--- config.mk ---
export PLATFORM = sky130hd
export DESIGN_NAME = mem_line_xfer
export DESIGN_NICKNAME = d
export VERILOG_FILES = /design/src/rtl/mem_line_xfer.sv
export SDC_FILE = /design/constraint.sdc
export NUM_CORES = 1
export LEC_CHECK = 0
export BUFFER_PORTS_ARGS = -buffer_cell sky130_fd_sc_hd__buf_2
export CAP_MARGIN = 20
export CORE_MARGIN = 2
export CORE_UTILIZATION = 30
export CTS_BUF_LIST = sky130_fd_sc_hd__clkbuf_16
export DETAILED_ROUTE_END_ITERATION = 7
export SYNTH_ARGS = -nofsm -noshare
export SYNTH_HDL_FRONTEND = slang
export SYNTH_SLANG_ARGS = --single-unit
--- constraint.sdc ---
create_clock -name clk -period 2.6 [get_ports clk]
set_input_delay 0.52 -clock clk [delete_from_list [all_inputs] [get_ports clk]]
set_output_delay 0.52 -clock clk [all_outputs]
set_load 0.05 [all_outputs]
--- src/rtl/mem_line_xfer.sv ---
// mem_line_xfer
// Line-transfer engine between the data cache and word-wide data memory.
// One cache request becomes a sequence of single-word memory beats: an
// optional writeback of the victim line, then an optional fill of the
// requested line. The assembled fill line is returned with a one-cycle ack.
//
// Ports:
//   clk, reset          clock, asynchronous active-low reset
//   req                 request strobe (sampled in IDLE only)
//   wb_en, fill_en      phases requested
//   wb_addr, fill_addr  line addresses (offset bits ignored)
//   wb_line             victim data, word i at [32i+31:32i]
//   fill_line           assembled fill data, same packing
//   busy, ack           engine status / completion pulse
//   HSEL, we, re, a, wd memory request (all registered)
//   rd, Valid           memory response
module mem_line_xfer #(
    parameter int WORDS       = 4,
    parameter int WAIT_STATES = 0
) (
    input  logic                  clk,
    input  logic                  reset,
    input  logic                  req,
    input  logic                  wb_en,
    input  logic                  fill_en,
    input  logic [31:0]           wb_addr,
    input  logic [31:0]           fill_addr,
    input  logic [32*WORDS-1:0]   wb_line,
    output logic [32*WORDS-1:0]   fill_line,
    output logic                  busy,
    output logic                  ack,
    output logic                  HSEL,
    output logic                  we,
    output logic                  re,
    output logic [31:0]           a,
    output logic [31:0]           wd,
    input  logic [31:0]           rd,
    input  logic                  Valid
);

    localparam int BW  = $clog2(WORDS);
    localparam int OFF = BW + 2;
    localparam int WW  = (WAIT_STATES > 0) ? $clog2(WAIT_STATES + 1) : 1;
    localparam logic [BW-1:0] LAST_BEAT = BW'(WORDS - 1);
    localparam logic [WW-1:0] WAIT_MAX  = WW'(WAIT_STATES);

    typedef enum logic [1:0] {IDLE, WB, FILL, DONE} state_t;

    state_t                state_q, state_d;
    logic [BW-1:0]         beat_q, beat_d;
    logic [WW-1:0]         wait_q, wait_d;
    logic [31:OFF]         wb_base_q, wb_base_d;
    logic [31:OFF]         fill_base_q, fill_base_d;
    logic                  fill_en_q, fill_en_d;
    logic [32*WORDS-1:0]   wb_buf_q, wb_buf_d;
    logic [32*WORDS-1:0]   fill_line_q, fill_line_d;
    logic                  hsel_q, hsel_d;
    logic                  we_q, we_d;
    logic                  re_q, re_d;
    logic [31:0]           a_q, a_d;
    logic [31:0]           wd_q, wd_d;
    logic                  ack_q, ack_d;

    logic [BW-1:0]         beat_nxt;
    logic                  beat_done;

    // Line-offset bits of the request addresses are intentionally dropped.
    logic unused_offsets;
    assign unused_offsets = ^{wb_addr[OFF-1:0], fill_addr[OFF-1:0]};

    assign beat_nxt  = beat_q + 1'b1;
    // A beat finishes only after its full wait count and with memory Valid;
    // otherwise it is held with the wait counter saturated.
    assign beat_done = (wait_q == WAIT_MAX) && Valid;

    always_comb begin
        state_d     = state_q;
        beat_d      = beat_q;
        wait_d      = wait_q;
        wb_base_d   = wb_base_q;
        fill_base_d = fill_base_q;
        fill_en_d   = fill_en_q;
        wb_buf_d    = wb_buf_q;
        fill_line_d = fill_line_q;
        hsel_d      = hsel_q;
        we_d        = we_q;
        re_d        = re_q;
        a_d         = a_q;
        wd_d        = wd_q;
        ack_d       = 1'b0;

        case (state_q)
            IDLE: begin
                if (req) begin
                    wb_base_d   = wb_addr[31:OFF];
                    fill_base_d = fill_addr[31:OFF];
                    wb_buf_d    = wb_line;
                    fill_en_d   = fill_en;
                    beat_d      = '0;
                    wait_d      = '0;
                    // Outputs are registered, so beat 0 is set up here to
                    // appear on the bus in the first busy cycle.
                    if (wb_en) begin
                        state_d = WB;
                        hsel_d  = 1'b1;
                        we_d    = 1'b1;
                        re_d    = 1'b0;
                        a_d     = {wb_addr[31:OFF], {BW{1'b0}}, 2'b00};
                        wd_d    = wb_line[31:0];
                    end else if (fill_en) begin
                        state_d = FILL;
                        hsel_d  = 1'b1;
                        we_d    = 1'b0;
                        re_d    = 1'b1;
                        a_d     = {fill_addr[31:OFF], {BW{1'b0}}, 2'b00};
                        wd_d    = '0;
                    end else begin
                        state_d = DONE;
                        ack_d   = 1'b1;
                    end
                end
            end

            WB: begin
                if (beat_done) begin
                    wait_d = '0;
                    if (beat_q == LAST_BEAT) begin
                        beat_d = '0;
                        if (fill_en_q) begin
                            state_d = FILL;
                            hsel_d  = 1'b1;
                            we_d    = 1'b0;
                            re_d    = 1'b1;
                            a_d     = {fill_base_q, {BW{1'b0}}, 2'b00};
                            wd_d    = '0;
                        end else begin
                            state_d = DONE;
                            hsel_d  = 1'b0;
                            we_d    = 1'b0;
                            re_d    = 1'b0;
                            a_d     = '0;
                            wd_d    = '0;
                            ack_d   = 1'b1;
                        end
                    end else begin
                        beat_d = beat_nxt;
                        a_d    = {wb_base_q, beat_nxt, 2'b00};
                        wd_d   = wb_buf_q[32*int'(beat_nxt) +: 32];
                    end
                end else if (wait_q != WAIT_MAX) begin
                    wait_d = wait_q + 1'b1;
                end
            end

            FILL: begin
                if (beat_done) begin
                    wait_d = '0;
                    fill_line_d[32*int'(beat_q) +: 32] = rd;
                    if (beat_q == LAST_BEAT) begin
                        beat_d  = '0;
                        state_d = DONE;
                        hsel_d  = 1'b0;
                        we_d    = 1'b0;
                        re_d    = 1'b0;
                        a_d     = '0;
                        wd_d    = '0;
                        ack_d   = 1'b1;
                    end else begin
                        beat_d = beat_nxt;
                        a_d    = {fill_base_q, beat_nxt, 2'b00};
                    end
                end else if (wait_q != WAIT_MAX) begin
                    wait_d = wait_q + 1'b1;
                end
            end

            DONE: begin
                state_d = IDLE;
            end

            default: begin
                state_d = IDLE;
                hsel_d  = 1'b0;
                we_d    = 1'b0;
                re_d    = 1'b0;
                a_d     = '0;
                wd_d    = '0;
            end
        endcase
    end

    always_ff @(posedge clk or negedge reset) begin
        if (!reset) begin
            state_q     <= IDLE;
            beat_q      <= '0;
            wait_q      <= '0;
            wb_base_q   <= '0;
            fill_base_q <= '0;
            fill_en_q   <= 1'b0;
            wb_buf_q    <= '0;
            fill_line_q <= '0;
            hsel_q      <= 1'b0;
            we_q        <= 1'b0;
            re_q        <= 1'b0;
            a_q         <= '0;
            wd_q        <= '0;
            ack_q       <= 1'b0;
        end else begin
            state_q     <= state_d;
            beat_q      <= beat_d;
            wait_q      <= wait_d;
            wb_base_q   <= wb_base_d;
            fill_base_q <= fill_base_d;
            fill_en_q   <= fill_en_d;
            wb_buf_q    <= wb_buf_d;
            fill_line_q <= fill_line_d;
            hsel_q      <= hsel_d;
            we_q        <= we_d;
            re_q        <= re_d;
            a_q         <= a_d;
            wd_q        <= wd_d;
            ack_q       <= ack_d;
        end
    end

    assign fill_line = fill_line_q;
    assign busy      = (state_q != IDLE);
    assign ack       = ack_q;
    assign HSEL      = hsel_q;
    assign we        = we_q;
    assign re        = re_q;
    assign a         = a_q;
    assign wd        = wd_q;

endmodule

==> results of run 1 <==
cell families after synthesis:
logic type / share of synthesized area
AOI/OAI and AO/OA: 0.165
adders and majority gates: 0.00769
and+or+nand+nor: 0.0129
buffers and inverters: 0.0318
muxes: 0.193
other: 0.000231
DFF: 0.589
area by class of cell:
cell class                      count  share of cell area
Antenna cell                        6            0.000718
Clock buffer                       47              0.0563
Clock inverter                     33              0.0147
Inverter                           10             0.00180
Multi-Input combinational cell    678               0.298
Sequential cell                   383               0.459
Tap cell                          696              0.0417
Timing Repair Buffer              465               0.128
report_power, final:
part	internal, mW	switching (mW)	total [mW]
Combinational	5.55	9.03	14.6
Clock	3.85	2.49	6.34
Sequential	8.61	1.41	10.0
Total	18.0	12.9	30.9
state kept, by name, indices dropped and copies added (netlist names):
register,cells
fill_line,128
wb_buf_q,128
wd,32
a,30
fill_base_q,28
wb_base_q,28
beat_q,2
state_q,2
HSEL,1
ack,1
fill_en_q,1
re,1
we,1
metal layers:
| layer | up-vias | share of wire | global-route usage | wire [um] |
|---|---|---|---|---|
| li1 | 5289 | - | - | - |
| met5 | - | 0.0031 | 0 | 149 |
| met3 | 96 | 0.071 | 0.0469 | 3390 |
| met4 | 22 | 0.025 | 0.0562 | 1180 |
| met1 | 6064 | 0.42 | 0.214 | 20000 |
| met2 | 419 | 0.49 | 0.285 | 23300 |
synth_stat cells, types with 2 or more instances:
library cell,number
nand2_1,9
nor4_2,4
mux2_2,188
a22o_1,156
clkbuf_1,57
dfrtp_1,383
nor3_1,2
buf_6,5
nor2_1,5
inv_1,10
a21oi_1,125
ha_1,10
mux2i_1,30
o21ai_0,32
a22oi_1,61
nand3_1,5
buf_2,29
and3_1,2
mux4_2,32
buf_4,4
buf_1,9
worst reg2reg max path, stage by stage (launching register included):
cell and delay, ps:
dfrtp_1 380, inv_1 100, ha_1 270, nor3b_2 180, or4_2 710, buf_4 310
a21oi_1 210, a22o_1 160
path summary, 6_finish.rpt:
| kind | end | slack [ps] | cells past startpoint |
|---|---|---|---|
| setup / recovery | a[27]$_DFFE_PN0P_ | 200 | 7 |
| hold / removal | wb_buf_q[61]$_DFFE_PN0P_ | 190 | 2 |
| setup reg to reg | a[27]$_DFFE_PN0P_ | 200 | 7 |
| hold reg to reg | a[2]$_DFFE_PN0P_ | 480 | 2 |
| max in group asynchronous | a[28]$_DFFE_PN0P_ | 1280 | 3 |
| min in group asynchronous | wb_base_q[19]$_DFFE_PN0P_ | 540 | 2 |
metrics by stage:
stage,power [mW],instance area (um2),worst slack (ps),hold WS [ps]
after floorplan,20.7,16300,481,224
after global placement,24.4,19400,285,462
after detailed placement,24.8,19400,218,463
after CTS,31.3,20900,209,146
after global routing,32.8,20900,52.2,160
final,30.9,20900,197,188
==> metrics.md, run 1 <==
| Metric | Value |
|---|---|
| Outcome | complete, no violations |
| Final core occ | 0.389 |
| Delay of the slowest critical-path stage | 710 ps |
| CTS Hold Bufs | 1 |
| Top cells by area, synth | dfrtp_1, mux2_2, a22o_1 |
| Hold violation count in the final report | 0 |
| Synthesis-stage register bit count | 383 |
| Slew @ Worst Pin | 655 ps |
| Startpoint of the worst hold path | wb_line[61] |
| Ys async rst share | 1.00 |
| Clock buffer depth | 3 |
| IO Port Bufs | 416 |
| CTS buffer count | 45 |
| Routability congestion estimate | 0.784 |
| Crit Path Category | flop to flop |
| Layout fillers | 5,067 |
| Critical-path maximum fanout | 36 |
| Post-CTS setup repair buffer count | 0 |
| CTS tree | done |
| Final Skew | 15.7 ps |
| H-tree depth | 2 |
| Ys Warns | 0 |
| Pwr Density | 1480 nW/um2 |
| Crit path required time | 3090 ps |
| Critical path origin | state_q[0]$_DFFE_PN0P_ |
| Layout Cells excl Fill | 2,318 |
| Post-DRT Antenna Nets | 0 |
| Max Clk Rate | 416 MHz |
| Cell breakdown of the critical path | inv_1 > ha_1 > nor3b_2 > or4_2 > buf_4 > a21oi_1 > a22o_1 |
| Largest area contributor in the netlist | dfrtp_1 |
| Layout cells sized above 1 | 0.471 |
| Number of global-route vias before repair | 12,700 |
| Post-DR vias/cell | 5.13 |
| Pleak | 10.0 nW |
| Post-DP HPWL | 31,700 um |
| Post-cts sizing count | 0 |
| Arrival @ worst endpoint | 2890 ps |
| Pin count of the biggest net entering global routing | 65 |
| Avg WL per Cell | 20.7 um |
| Commonest non-fill, non-tap cell in the layout | buf_2 |
| Register area | 9590 um2 |
| Core box area | 53,700 um2 |
| Die area | 56,100 um2 |
| Worst-skew pair later-pin latency | 560 ps |
| Slew margin rel. | 0.563 |
| Num rows | 85 |
| DRC Markers | 0 |
| Yosys cell types | 37 |
| Slew Limit Fails | 0 |
| Post-synth EDFFs | 0 |
| TritonCTS Sinks | 383 |
| Overflow after GRT | 0 |
| Max_cap viols | 0 |
| 1st-pass router iterations | 5 |
| Die X-Extent | 237 um |
| Syn Area/Cell | 13.9 um2 |
| Share of the synthesized area in the top cell type | 0.589 |
| Netlist Area Pre-Place | 16,300 um2 |
| Tcrit/Tclk final | 0.924 |
| Worst VDD drop | 803 uV |
| Total Routing Usage GR | 0.171 |
| Final #Nets | 1,823 |
| Reg clk slew, reported paths | 60 ps |
| Most frequent cells in the layout | buf_2, dfrtp_1, mux2_2, a22o_1, a21oi_1 |
| Dpl cells | 2,231 |
| Clk root buf | clkbuf_16 |
| Crit path buf inv count | 2 |
| # IOs | 427 |
| Multi-input logic area | 6240 um2 |
| Worst r2r src | state_q[0]$_DFFE_PN0P_ |
| Min-delay worst type | input port to flop |
| Initial antenna violation count | 18 |
| Sequential share of the synthesized area | 0.589 |
| Unrepaired setup endpoints after global routing | false |
| Crit path capture type | flop |
| Slowest CP cell | or4_2 |
| Synth-to-Final Area Change | 28.5% |
| Setup violators final | 0 |
| Final wirelength | 48,000 um |
| Initial detailed-routing violation count | 620 |
| Initial Utilization | 0.303 |
| Most used DFF post-synth | dfrtp_1 |
| Worst Setup Start Kind | flop |
| Vias | 11,900 |
| Syn Inst Count | 1,174 |
| Final TNS setup | 0 ps |
| Largest delay share family, worst path | simple AND/OR/NAND/NOR gates |
| Chip height | 237 um |
| First-pass GRT wire length | 75,200 um |
| Min Clock Period, post-route | 2400 ps |
Power figures use the tool's default switching activity.
==> inputs of run 2 (changes only) <==
--- a/config.mk
+++ b/config.mk
@@ -7,7 +7,7 @@
 export LEC_CHECK = 0
 export BUFFER_PORTS_ARGS = -buffer_cell sky130_fd_sc_hd__buf_2
 export CAP_MARGIN = 20
-export CORE_MARGIN = 2
+export CORE_MARGIN = 5
 export CORE_UTILIZATION = 30
 export CTS_BUF_LIST = sky130_fd_sc_hd__clkbuf_16
 export DETAILED_ROUTE_END_ITERATION = 7
==> constraint.sdc (replaced) <==
create_clock -name clk -period 3 [get_ports clk]
set_input_delay 0.6 -clock clk [delete_from_list [all_inputs] [get_ports clk]]
set_output_delay 0.6 -clock clk [all_outputs]
set_load 0.05 [all_outputs]
==> run 2 against run 1 <==
- count of clock-buffer cells in the layout stayed put
- core utilization is 0.49 points lower
- flip-flop and latch count stayed put
- global-route usage is 0.67 points lower
- first-iteration DRC count is 2.4% higher
- largest power group unchanged
- clock power is 16% lower
- via count is 1.3% higher
- final area is 1.1% lower
- maximum frequency is 8.7% lower
- critical path depth is 1 lower
- cell count is 0.30% lower
- wire length is 4.4% higher
==> metrics.md, run 2 (synthesis gave the netlist of run 1 again) <==
| Metric | Value |
|---|---|
| DRC Markers | 0 (unchanged) |
| Cell breakdown of the critical path | inv_1 > ha_1 > nor2b_1 > or4_2 > buf_4 > a22o_1 (was inv_1 > ha_1 > nor3b_2 > or4_2 > buf_4 > a21oi_1 > a22o_1) |
| Initial antenna violation count | 20 (was 18) |
| Total Routing Usage GR | 0.164 (was 0.171) |
| Tcrit/Tclk final | 0.877 (was 0.924) |
| CTS tree | done (unchanged) |
| Routability congestion estimate | 0.770 (was 0.784) |
| R2R setup slack | 370 ps (was 200 ps) |
| Core box area | 53,800 um2 (was 53,700 um2) |
| Avg WL per Cell | 21.7 um (was 20.7 um) |
| TritonCTS Sinks | 383 (unchanged) |
| Pwr Density | 1290 nW/um2 (was 1480 nW/um2) |
| Crit Path Category | flop to flop (unchanged) |
| Crit path capture type | flop (unchanged) |
| Hold Path Depth | 2 (unchanged) |
| Finished Cell Area | 20,700 um2 (was 20,900 um2) |
| Commonest non-fill, non-tap cell in the layout | buf_2 (unchanged) |
| Worst r2r src | state_q[0]$_DFFE_PN0P_ (unchanged) |
| CTS buffer count | 45 (unchanged) |
| Slew Limit Fails | 0 (unchanged) |
| Layout cells sized above 1 | 0.469 (was 0.471) |
| Largest delay share family, worst path | simple AND/OR/NAND/NOR gates (unchanged) |
| Slew @ Worst Pin | 868 ps (was 655 ps) |
| Min-delay worst type | input port to flop (unchanged) |
| Worst r2r path cells | 6 (was 7) |
| Slowest CP cell | or4_2 (unchanged) |
| Final TNS setup | 0 ps (unchanged) |
| Layout fillers | 5,180 (was 5,067) |
| Hold path endpoint | wb_buf_q[87]$_DFFE_PN0P_ (was wb_buf_q[61]$_DFFE_PN0P_) |
| Cell Area, Placed | 19,200 um2 (was 19,400 um2) |
| Post-CTS setup repair buffer count | 0 (unchanged) |
| Vias | 12,000 (was 11,900) |
| Outcome | complete, no violations (unchanged) |
| Unrepaired setup endpoints after global routing | false (unchanged) |
| Post-DR vias/cell | 5.21 (was 5.13) |
| First-pass GRT wire length | 77,100 um (was 75,200 um) |
| Final #Nets | 1,811 (was 1,823) |
| Max Clk Rate | 380 MHz (was 416 MHz) |
| Clock buffer depth | 3 (unchanged) |
| Num rows | 85 (unchanged) |
| Max_cap viols | 0 (unchanged) |
| Slew margin rel. | 0.422 (was 0.563) |
| IO Port Bufs | 416 (unchanged) |
| Die X-Extent | 243 um (was 237 um) |
| Critical path origin | state_q[0]$_DFFE_PN0P_ (unchanged) |
| Startpoint of the worst hold path | wb_line[87] (was wb_line[61]) |
| Power, Total | 26.7 mW (was 30.9 mW) |
| # IOs | 427 (unchanged) |
| Final wirelength | 50,100 um (was 48,000 um) |
| Pleak | 9.89 nW (was 10.0 nW) |
| Initial detailed-routing violation count | 635 (was 620) |
| Setup violators final | 0 (unchanged) |
| Clk root buf | clkbuf_16 (unchanged) |
| Delay of the slowest critical-path stage | 820 ps (was 710 ps) |
| Synth-to-Final Area Change | 27.2% (was 28.5%) |
| Final Skew | 19.5 ps (was 15.7 ps) |
| Initial Utilization | 0.302 (was 0.303) |
| Overflow after GRT | 0 (unchanged) |
| Worst R2R End | a[17]$_DFFE_PN0P_ (was a[27]$_DFFE_PN0P_) |
| Arrival @ worst endpoint | 3070 ps (was 2890 ps) |
| Crit path required time | 3440 ps (was 3090 ps) |
| 1st-pass router iterations | 4 (was 5) |
| Pin count of the biggest net entering global routing | 76 (was 65) |
| Die area | 59,000 um2 (was 56,100 um2) |
| Reg clk slew, reported paths | 60 ps (about the same) |
| H-tree depth | 2 (unchanged) |
| Crit path buf inv count | 2 (unchanged) |
| Min Clock Period, post-route | 2630 ps (was 2400 ps) |
| Hold violation count in the final report | 0 (unchanged) |
| Tightest hold margin | 266 ps (was 188 ps) |
| Post-DRT Antenna Nets | 0 (unchanged) |
| Worst VDD drop | 685 uV (was 803 uV) |
| Worst Setup Start Kind | flop (unchanged) |
| Chip height | 243 um (was 237 um) |
| Most frequent cells in the layout | buf_2, dfrtp_1, mux2_2, a22o_1, a21oi_1 (unchanged) |
| Critical-path maximum fanout | 40 (was 36) |
| Worst-skew pair later-pin latency | 560 ps (about the same) |
| Number of global-route vias before repair | 12,800 (was 12,700) |
| Post-DP HPWL | 32,700 um (was 31,700 um) |
==> run 2: cell types whose count changed in the layout (fill, tap and decap cells not counted), sizes merged <==
cell | before | now
buf | 464 | 452
bufinv | 6 | 3
clkinv | 17 | 19
clkinvlp | 1 | 5
diode | 6 | 8
==> run 2: worst max-delay path by stage <==
| stage | end | slack [ps] | depth (start not counted) |
|---|---|---|---|
| floorplan | re$_DFFE_PN0P_ | 880 | 8 |
| global placement | a[17]$_DFFE_PN0P_ | 440 | 6 |
| detailed placement | a[17]$_DFFE_PN0P_ | 400 | 6 |
| CTS | a[17]$_DFFE_PN0P_ | 380 | 6 |
| global route | a[18]$_DFFE_PN0P_ | 230 | 7 |
| finish | a[17]$_DFFE_PN0P_ | 370 | 6 |
==> run 2: where the power goes <==
group	internal [mW]	switching, mW
clock network	3.11	2.23
logic	4.70	7.90
registers	7.47	1.25
==> run 2: layout make-up <==
type                    count  area [um2]  share of cell area
flip-flops and latches    383        9590               0.463
clock buffers              47        1180              0.0569
clock inverters            36         270              0.0131
well taps                 696         871              0.0421
multi-input cells         678        6240               0.302
repair buffers            453        2480               0.120
inverters                  10        37.5             0.00181
diodes                      8        20.0            0.000968
==> run 2: repair_timing <==
| action | CTS | global route |
|---|---|---|
| hold buffers | 1 | 0 |
| hold endpoints to repair | 14 | 0 |
| gates resized for setup | 0 | 0 |
==> run 2: per-stage QoR <==
| stage | instances | setup slack [ps] | util |
|---|---|---|---|
| floorplan | 1175 | 881 | - |
| CTS | 2303 | 384 | 0.384 |
| global placement | 2219 | 436 | 0.357 |
| detailed placement | 2219 | 403 | 0.357 |
| finish | 2311 | 369 | 0.384 |
| global route | 2309 | 227 | 0.384 |
==> run 2: routing by layer <==
metal	routed length, um	global-route usage	up-vias
li1	-	-	5264
met1	20700	0.210	6209
met2	23800	0.268	449
met3	4330	0.0503	100
met4	1110	0.0511	20
met5	119	0	-
